`src/rtl/ex_div.sv`:
```
// Multi-cycle radix-2 restoring divider for the EX stage; result is {remainder, quotient}.
// Define DIV_EARLY_EXIT_EN to finish early when |divisor| > |dividend|.
module ex_div #(
  parameter int unsigned DATA_W = 32
) (
  input  logic                clk,
  input  logic                rst,
  input  logic                signed_div_i,
  input  logic [DATA_W-1:0]   opdata1_i,
  input  logic [DATA_W-1:0]   opdata2_i,
  input  logic                start_i,
  input  logic                annul_i,
  output logic [2*DATA_W-1:0] result_o,
  output logic                ready_o,
  output logic                stallreq_o
);

  localparam int unsigned CntW = $clog2(DATA_W) + 1;

  typedef enum logic [1:0] {StFree, StByZero, StOn, StEnd} state_e;

  state_e              state_q, state_d;
  logic [CntW-1:0]     cnt_q, cnt_d;
  logic [DATA_W-1:0]   dvd_q, dvd_d;
  logic [DATA_W-1:0]   rem_q, rem_d;
  logic [DATA_W-1:0]   dvs_q, dvs_d;
  logic                qneg_q, qneg_d;
  logic                rneg_q, rneg_d;
  logic [2*DATA_W-1:0] result_d;
  logic                ready_d;

  logic                a_neg, b_neg, early;
  logic [DATA_W-1:0]   abs_a, abs_b, quo_fix, rem_fix;
  logic [DATA_W:0]     shifted, diff;

  assign a_neg = signed_div_i & opdata1_i[DATA_W-1];
  assign b_neg = signed_div_i & opdata2_i[DATA_W-1];
  assign abs_a = a_neg ? -opdata1_i : opdata1_i;
  assign abs_b = b_neg ? -opdata2_i : opdata2_i;

`ifdef DIV_EARLY_EXIT_EN
  assign early = (abs_b > abs_a);
`else
  assign early = 1'b0;
`endif

  // One restoring step: dvd_q holds the remaining dividend bits and collects quotient bits.
  assign shifted = {rem_q, dvd_q[DATA_W-1]};
  assign diff    = shifted - {1'b0, dvs_q};

  assign quo_fix = qneg_q ? -dvd_q : dvd_q;
  assign rem_fix = rneg_q ? -rem_q : rem_q;

  assign stallreq_o = start_i & ~annul_i & ~ready_o;

  always_comb begin
    state_d  = state_q;
    cnt_d    = cnt_q;
    dvd_d    = dvd_q;
    rem_d    = rem_q;
    dvs_d    = dvs_q;
    qneg_d   = qneg_q;
    rneg_d   = rneg_q;
    result_d = result_o;
    ready_d  = ready_o;
    unique case (state_q)
      StFree: begin
        if (start_i && !annul_i) begin
          qneg_d = a_neg ^ b_neg;
          rneg_d = a_neg;
          dvs_d  = abs_b;
          cnt_d  = '0;
          if (opdata2_i == '0) begin
            state_d = StByZero;
            dvd_d   = '0;
            rem_d   = '0;
          end else if (early) begin
            // Short path shares the by-zero state: q=0, remainder is the dividend.
            state_d = StByZero;
            dvd_d   = '0;
            rem_d   = abs_a;
          end else begin
            state_d = StOn;
            dvd_d   = abs_a;
            rem_d   = '0;
          end
        end
      end
      StByZero: begin
        state_d = StEnd;
      end
      StOn: begin
        if (annul_i) begin
          state_d = StFree;
        end else begin
          dvd_d = {dvd_q[DATA_W-2:0], ~diff[DATA_W]};
          rem_d = diff[DATA_W] ? shifted[DATA_W-1:0] : diff[DATA_W-1:0];
          cnt_d = cnt_q + CntW'(1);
          if (cnt_q == CntW'(DATA_W - 1)) begin
            state_d = StEnd;
          end
        end
      end
      StEnd: begin
        if (annul_i) begin
          state_d  = StFree;
          ready_d  = 1'b0;
          result_d = '0;
        end else if (!ready_o) begin
          ready_d  = 1'b1;
          result_d = {rem_fix, quo_fix};
        end else if (!start_i) begin
          state_d  = StFree;
          ready_d  = 1'b0;
          result_d = '0;
        end
      end
      default: state_d = StFree;
    endcase
  end

  always_ff @(posedge clk or posedge rst) begin
    if (rst) begin
      state_q  <= StFree;
      cnt_q    <= '0;
      dvd_q    <= '0;
      rem_q    <= '0;
      dvs_q    <= '0;
      qneg_q   <= 1'b0;
      rneg_q   <= 1'b0;
      result_o <= '0;
      ready_o  <= 1'b0;
    end else begin
      state_q  <= state_d;
      cnt_q    <= cnt_d;
      dvd_q    <= dvd_d;
      rem_q    <= rem_d;
      dvs_q    <= dvs_d;
      qneg_q   <= qneg_d;
      rneg_q   <= rneg_d;
      result_o <= result_d;
      ready_o  <= ready_d;
    end
  end

endmodule
```
`config.mk`:
```
export PLATFORM = sky130hd
export DESIGN_NAME = ex_div
export DESIGN_NICKNAME = d
export VERILOG_FILES = /design/src/rtl/ex_div.sv
export SDC_FILE = /design/constraint.sdc
export NUM_CORES = 1
export LEC_CHECK = 0
export BUFFER_PORTS_ARGS = -buffer_cell sky130_fd_sc_hd__buf_2
export CAP_MARGIN = 20
export CELL_PAD_IN_SITES_DETAIL_PLACEMENT = 1
export CELL_PAD_IN_SITES_GLOBAL_PLACEMENT = 2
export CORE_MARGIN = 3
export CORE_UTILIZATION = 28
export DETAILED_ROUTE_END_ITERATION = 10
export HOLD_SLACK_MARGIN = 0.05
export PLACE_DENSITY = 0.73
export SLEW_MARGIN = 20
export SYNTH_ARGS = -nofsm -noshare
export SYNTH_HDL_FRONTEND = slang
export SYNTH_SLANG_ARGS = --single-unit
```
`constraint.sdc`:
```
create_clock -name clk -period 7.1 [get_ports clk]
set_clock_uncertainty 0.15 [all_clocks]
set_input_delay 1.065 -clock clk [delete_from_list [all_inputs] [get_ports clk]]
set_output_delay 1.065 -clock clk [all_outputs]
set_load 0.05 [all_outputs]
```
Word level (Yosys, flattened, before mapping)
Cells that the tools add are included.

ROM bits: 0. Output and inout bits: 66. Memories: 0. Latch bits: 0. Word-level logic and storage cells: 71. Input port bits: 69. Bits in writable memories: 0. Bits in registers: 171.

Order comparisons: 0. Div/mod/pow operators: 0. Reductions and logical operators: 9. Multiply operators: 0. Shift-type cells: 0. Equality and inequality tests: 10. Bitwise gates (word level): 8. $add $sub $neg: 6. Multiplexer cells: 29.

Operator list (number): 2-to-1 mux 32 bit (10); 2-to-1 mux 64 bit (3); negator 32 bit (4); case mux 32 bit (2 select lines) (2); subtractor 33 x 32 -> 33 bit (1); logical NOT 32 bit (1); 2-to-1 mux 2 bit (7); 2-to-1 mux 6 bit (2); != test 3 bit (second input constant) (4); case mux 6 bit (2 select lines) (1); case mux 2 bit (4 select lines) (1); adder 6 x 1 -> 6 bit (second input constant) (1); == test 6 x 5 -> 1 bit (second input constant) (1); AND 1 bit (4); == test 2 bit (second input constant) (2); != test 2 bit (second input constant) (2); AND reduction 2 bit (2); AND reduction 4 bit (1); 2-to-1 mux 1 bit (3); NOT 1 bit (3); AND reduction 3 bit (1); == test 2 x 1 -> 1 bit (second input constant) (1); logical NOT 2 bit (1); nonzero test 2 bit (1); other kinds (3) (3).

Depth between registers and ports, before layout
Word-level depth: 5. Depth in mapped cells: 14. Gate-level depth less buffers: 13.

Worst setup path before layout
No wires, ideal clock.

Kind: input to output. From: input annul_i. To: output stallreq_o. Data required time: 5885 ps. Buffers on the path: 1. Slack: 3539 ps. Arrival: 2346 ps. Stages: 2. Cells stage by stage: clkbuf_1 > nor3_1.

Longest elaborated chain between the ends: 3.

RTL lines: from (decl) (line 12) `input logic annul_i,`; NOT 1 bit (line 54) `assign stallreq_o = start_i & ~annul_i & ~ready_o;`; AND 1 bit (2 in a row) (line 54); to (decl) (line 15) `output logic stallreq_o`.

Every way passes these cells.

Worst setup path after layout
From: register dvd_q[31]. To: register rem_q[13].

Longest elaborated chain between the ends: 4.

RTL lines: from (decl) (line 24) `logic [DATA_W-1:0] dvd_q, dvd_d;`; from (signal assigned) (line 136) `dvd_q <= dvd_d;`; subtractor 33 x 32 -> 33 bit (line 49) `assign diff = shifted - {1'b0, dvs_q};`; 2-to-1 mux 32 bit (line 97) `rem_d = diff[DATA_W] ? shifted[DATA_W-1:0] : diff[DATA_W-1:0];`; 2-to-1 mux 32 bit (line 93) `if (annul_i) begin`; case mux 32 bit (2 select lines) (line 66) `unique case (state_q)`; to (signal assigned) (line 137) `rem_q <= rem_d;`; to (decl) (line 25) `logic [DATA_W-1:0] rem_q, rem_d;`.

Every way passes these cells. The select of a mux whose other input is x is not followed. A chain may end at the register's enable or synchronous reset.

==> metrics.md <==
| Metric | Value |
|---|---|
| Mapped cell area | `11000 sq um` |
| Worst VDD drop | `217 uV` |
| Final worst slack | `2.42 ns` |
| Worst r2r src | `dvd_q[31]$_DFFE_PP0P_` |
| Status | `finished clean` |
| Layout cells sized above 1 | `14.1%` |
| Starting density of the core | `28.5%` |
| Final hold viol count | `0` |
| Slowest stage cell, crit path | `xor2_4` |
| H-Tree Level Count | `4` |
| Detailed-route DRC error count | `0` |
| Synth area leader | `dfrtp_1` |
| Total negative setup slack | `0 ns` |
| Inserted Clock Buffers | `17` |
| Post-cts sizing count | `0` |
| Final worst path period need | `4.68 ns` |
| Final Power | `6.66 mW` |
| Clk root buf | `clkbuf_16` |
| Std cell rows | `72` |
| Mapped Cells | `1313` |
| Synth top cells by count | `nand2_1 (198), o21ai_0 (198), dfrtp_1 (171)` |
| Worst-margin pin slew | `1.07 ns` |
| Area grow syn2layout | `16.2%` |
| DR pass1 iterations | `5` |
| Crit path buf inv count | `2` |
| RSZ-0062 raised after global routing | `false` |
| DR iter-0 viols | `369` |
| Clk_lat worst skew | `0.45 ns` |
| Critical path arrival | `4.85 ns` |
| Die area | `41800 sq um` |
| Worst Path Max Fanout | `23` |
| Buffers on Ports | `134` |
| Final design utilization | `33.1%` |
| Largest net degree at the start of global routing | `99` |
| Die Wd | `204 microns` |
| Gr ovfl total | `0` |
| Slew headroom | `28.1%` |
| Via Count | `9592` |
| Tcrit/Tclk final | `66.0%` |
| Pre-CTS setup slack | `2.35 ns` |
| MaxCap Viol Count | `0` |
| Area share of the largest cell type after synthesis | `38.8%` |
| Ys async rst share | `100%` |
| Max Fclk | `214 MHz` |
| Hold_buf cts | `0` |
| Initial antenna violation count | `0` |
| WL final | `33200 microns` |
| HP Class | `register to register` |
| Hold Startpoint | `result_o[5]$_DFFE_PP0P_` |
| Final net count | `1518` |
| Pwr Density | `520 nW/um^2` |
| Yosys Warn Count | `0` |
| Routed length per placed instance | `17.1 microns` |
| CORE AREA | `38700 sq um` |
| Post-synthesis cell type count | `62` |
| Leakage | `5.72 nW` |
| Syn Area/Cell | `8.40 sq um` |
| CP Cell Sequence | `inv_1, ha_1, fa_1, nand2b_1, a21oi_1, o21ai_1, a31oi_1, o21ai_1, o41ai_1, xor2_4, buf_4, mux2i_1, o21ai_0` |
| CTS Sinks | `171` |
| Crit path required time | `7.26 ns` |
| Setup crit end kind | `register` |
| Via-to-Cell Ratio | `4.95` |
| ANT cells | `0` |
| Clock Path Buffers | `2` |
| WS Path Type | `register to register` |
| Syn_nets | `1420` |
| CP dominant cell by count | `o21ai_1` |
| # IOs | `135` |
| CP top delay family | `compound AO/OA/AOI/OAI gates` |
| Total setup buffers inserted after CTS | `0` |
| FF+latch count, synth | `171` |
| Final Max Tran Viols | `0` |
| Number of global-route vias before repair | `9928` |
| DPL Wire Length | `24500 microns` |
| Worst Setup SP | `dvd_q[31]$_DFFE_PP0P_` |
| Post-Place Cell Area | `12200 sq um` |
| Worst path max stage delay | `0.79 ns` |
| Synth Flop Type | `dfrtp_1` |
| Post-synthesis sequential area ratio | `38.8%` |
| Final setup violation count | `0` |
| Critical path startpoint category | `register` |
| Detail Route Antenna Nets | `0` |
| Post-synth EDFFs | `0` |
| First-pass GRT wire length | `54100 microns` |
| Main area contributors after synthesis | `dfrtp_1 (39%), o21ai_0 (9.0%), nand2_1 (6.7%)` |
| Clk slew on worst S/H paths | `0.07 ns` |
| Die Y | `204 microns` |
| Post-route cell area | `12800 sq um` |
| CTS tree | `yes` |
| GPL Wtd Cong | `0.788` |
| GRT Resource Usage Total | `16.1%` |
## final timing paths
check                                                to  depth (start not counted)  slack, ns
worst max-delay path              rem_q[13]$_DFFE_PP0P_                         13       2.42
worst min-delay path            result_o[5]$_DFFE_PP0P_                          2       0.32
worst max register to register    rem_q[13]$_DFFE_PP0P_                         13       2.42
worst min register to register  result_o[5]$_DFFE_PP0P_                          2       0.32
max in group asynchronous        state_q[0]$_DFFE_PP0P_                          4       4.89
min in group asynchronous       result_o[6]$_DFFE_PP0P_                          2       0.67
## cells in the final DEF, fill, tap and decap left out, types with 7 or more instances in the layout
master	count
o211ai_1	7
clkbuf_16	17
a221oi_1	15
dfrtp_1	170
nand4_1	7
o21ai_1	7
buf_2	134
nand3_1	19
nor4_1	9
xor2_1	81
mux2i_1	31
nor2_1	100
buf_4	11
xnor2_1	70
nor2b_1	7
or3_1	13
nand2_1	198
o31ai_1	20
nand2b_1	12
nor3_1	17
o41ai_1	16
a21oi_1	72
a31oi_1	8
o21ai_0	198
a21o_1	13
ha_1	37
inv_1	51
## where the power goes
| group | total, mW | internal, mW | switching, mW |
|---|---|---|---|
| clock network | 0.969 | 0.565 | 0.404 |
| registers | 1.90 | 1.39 | 0.511 |
| logic | 3.79 | 1.39 | 2.41 |
## sequential cells by signal, summed over array words and instances (netlist names)
name and flops:
result_o 64, ready_o 1, qneg_q 1, dvd_q 32, dvs_q 32, cnt_q 6
state_q 2, rneg_q 1, rem_q 32
## routing by layer
metal | up-vias | GRT usage [%] | part of all wire (%)
li1 | 4766 | - | -
met3 | 20 | 2.68 | 3.3
met2 | 124 | 27.4 | 48
met5 | - | 0 | 0
met1 | 4682 | 21.6 | 48
met4 | 0 | 3.64 | 1.1
## logic make-up (layout without fill, tap and decap cells)
group                    Yosys count  count (layout)  share of synthesized area [%]
buffers and inverters            119             227                           4.30
AO/OA/AOI/OAI                    382             382                           20.3
adder cells (fa/ha/maj)           38              38                           4.38
AND/OR/NAND/NOR                  419             419                           17.2
flip-flops                       171             171                           38.8
XOR/XNOR                         152             152                           12.1
multiplexers                      32              32                           2.92
## final cells by class
type / instances / area, sq um
Fill cell: 4716 / 25900
Multi-Input combinational cell: 1023 / 6320
Sequential cell: 171 / 4280
Timing Repair Buffer: 146 / 781
Tap cell: 518 / 648
Clock buffer: 21 / 460
Inverter: 52 / 200
Clock inverter: 8 / 120
## through the flow
| step | instances | hold slack [ns] |
|---|---|---|
| 2_1_floorplan | 1313 | 0.300 |
| 3_3_place_gp | 1908 | 0.306 |
| 3_5_place_dp | 1909 | 0.316 |
| 4_1_cts | 1938 | 0.330 |
| 5_1_grt | 1939 | 0.340 |
| 6_report | 1939 | 0.321 |
## worst min-delay path, delay by kind of cell (launching register included)
| family | cells | cell delay (ns) |
|---|---|---|
| simple gates | 1 | 0.04 |
| flops | 1 | 0.34 |
| compound gates | 1 | 0.05 |
Power figures use the tool's default switching activity.
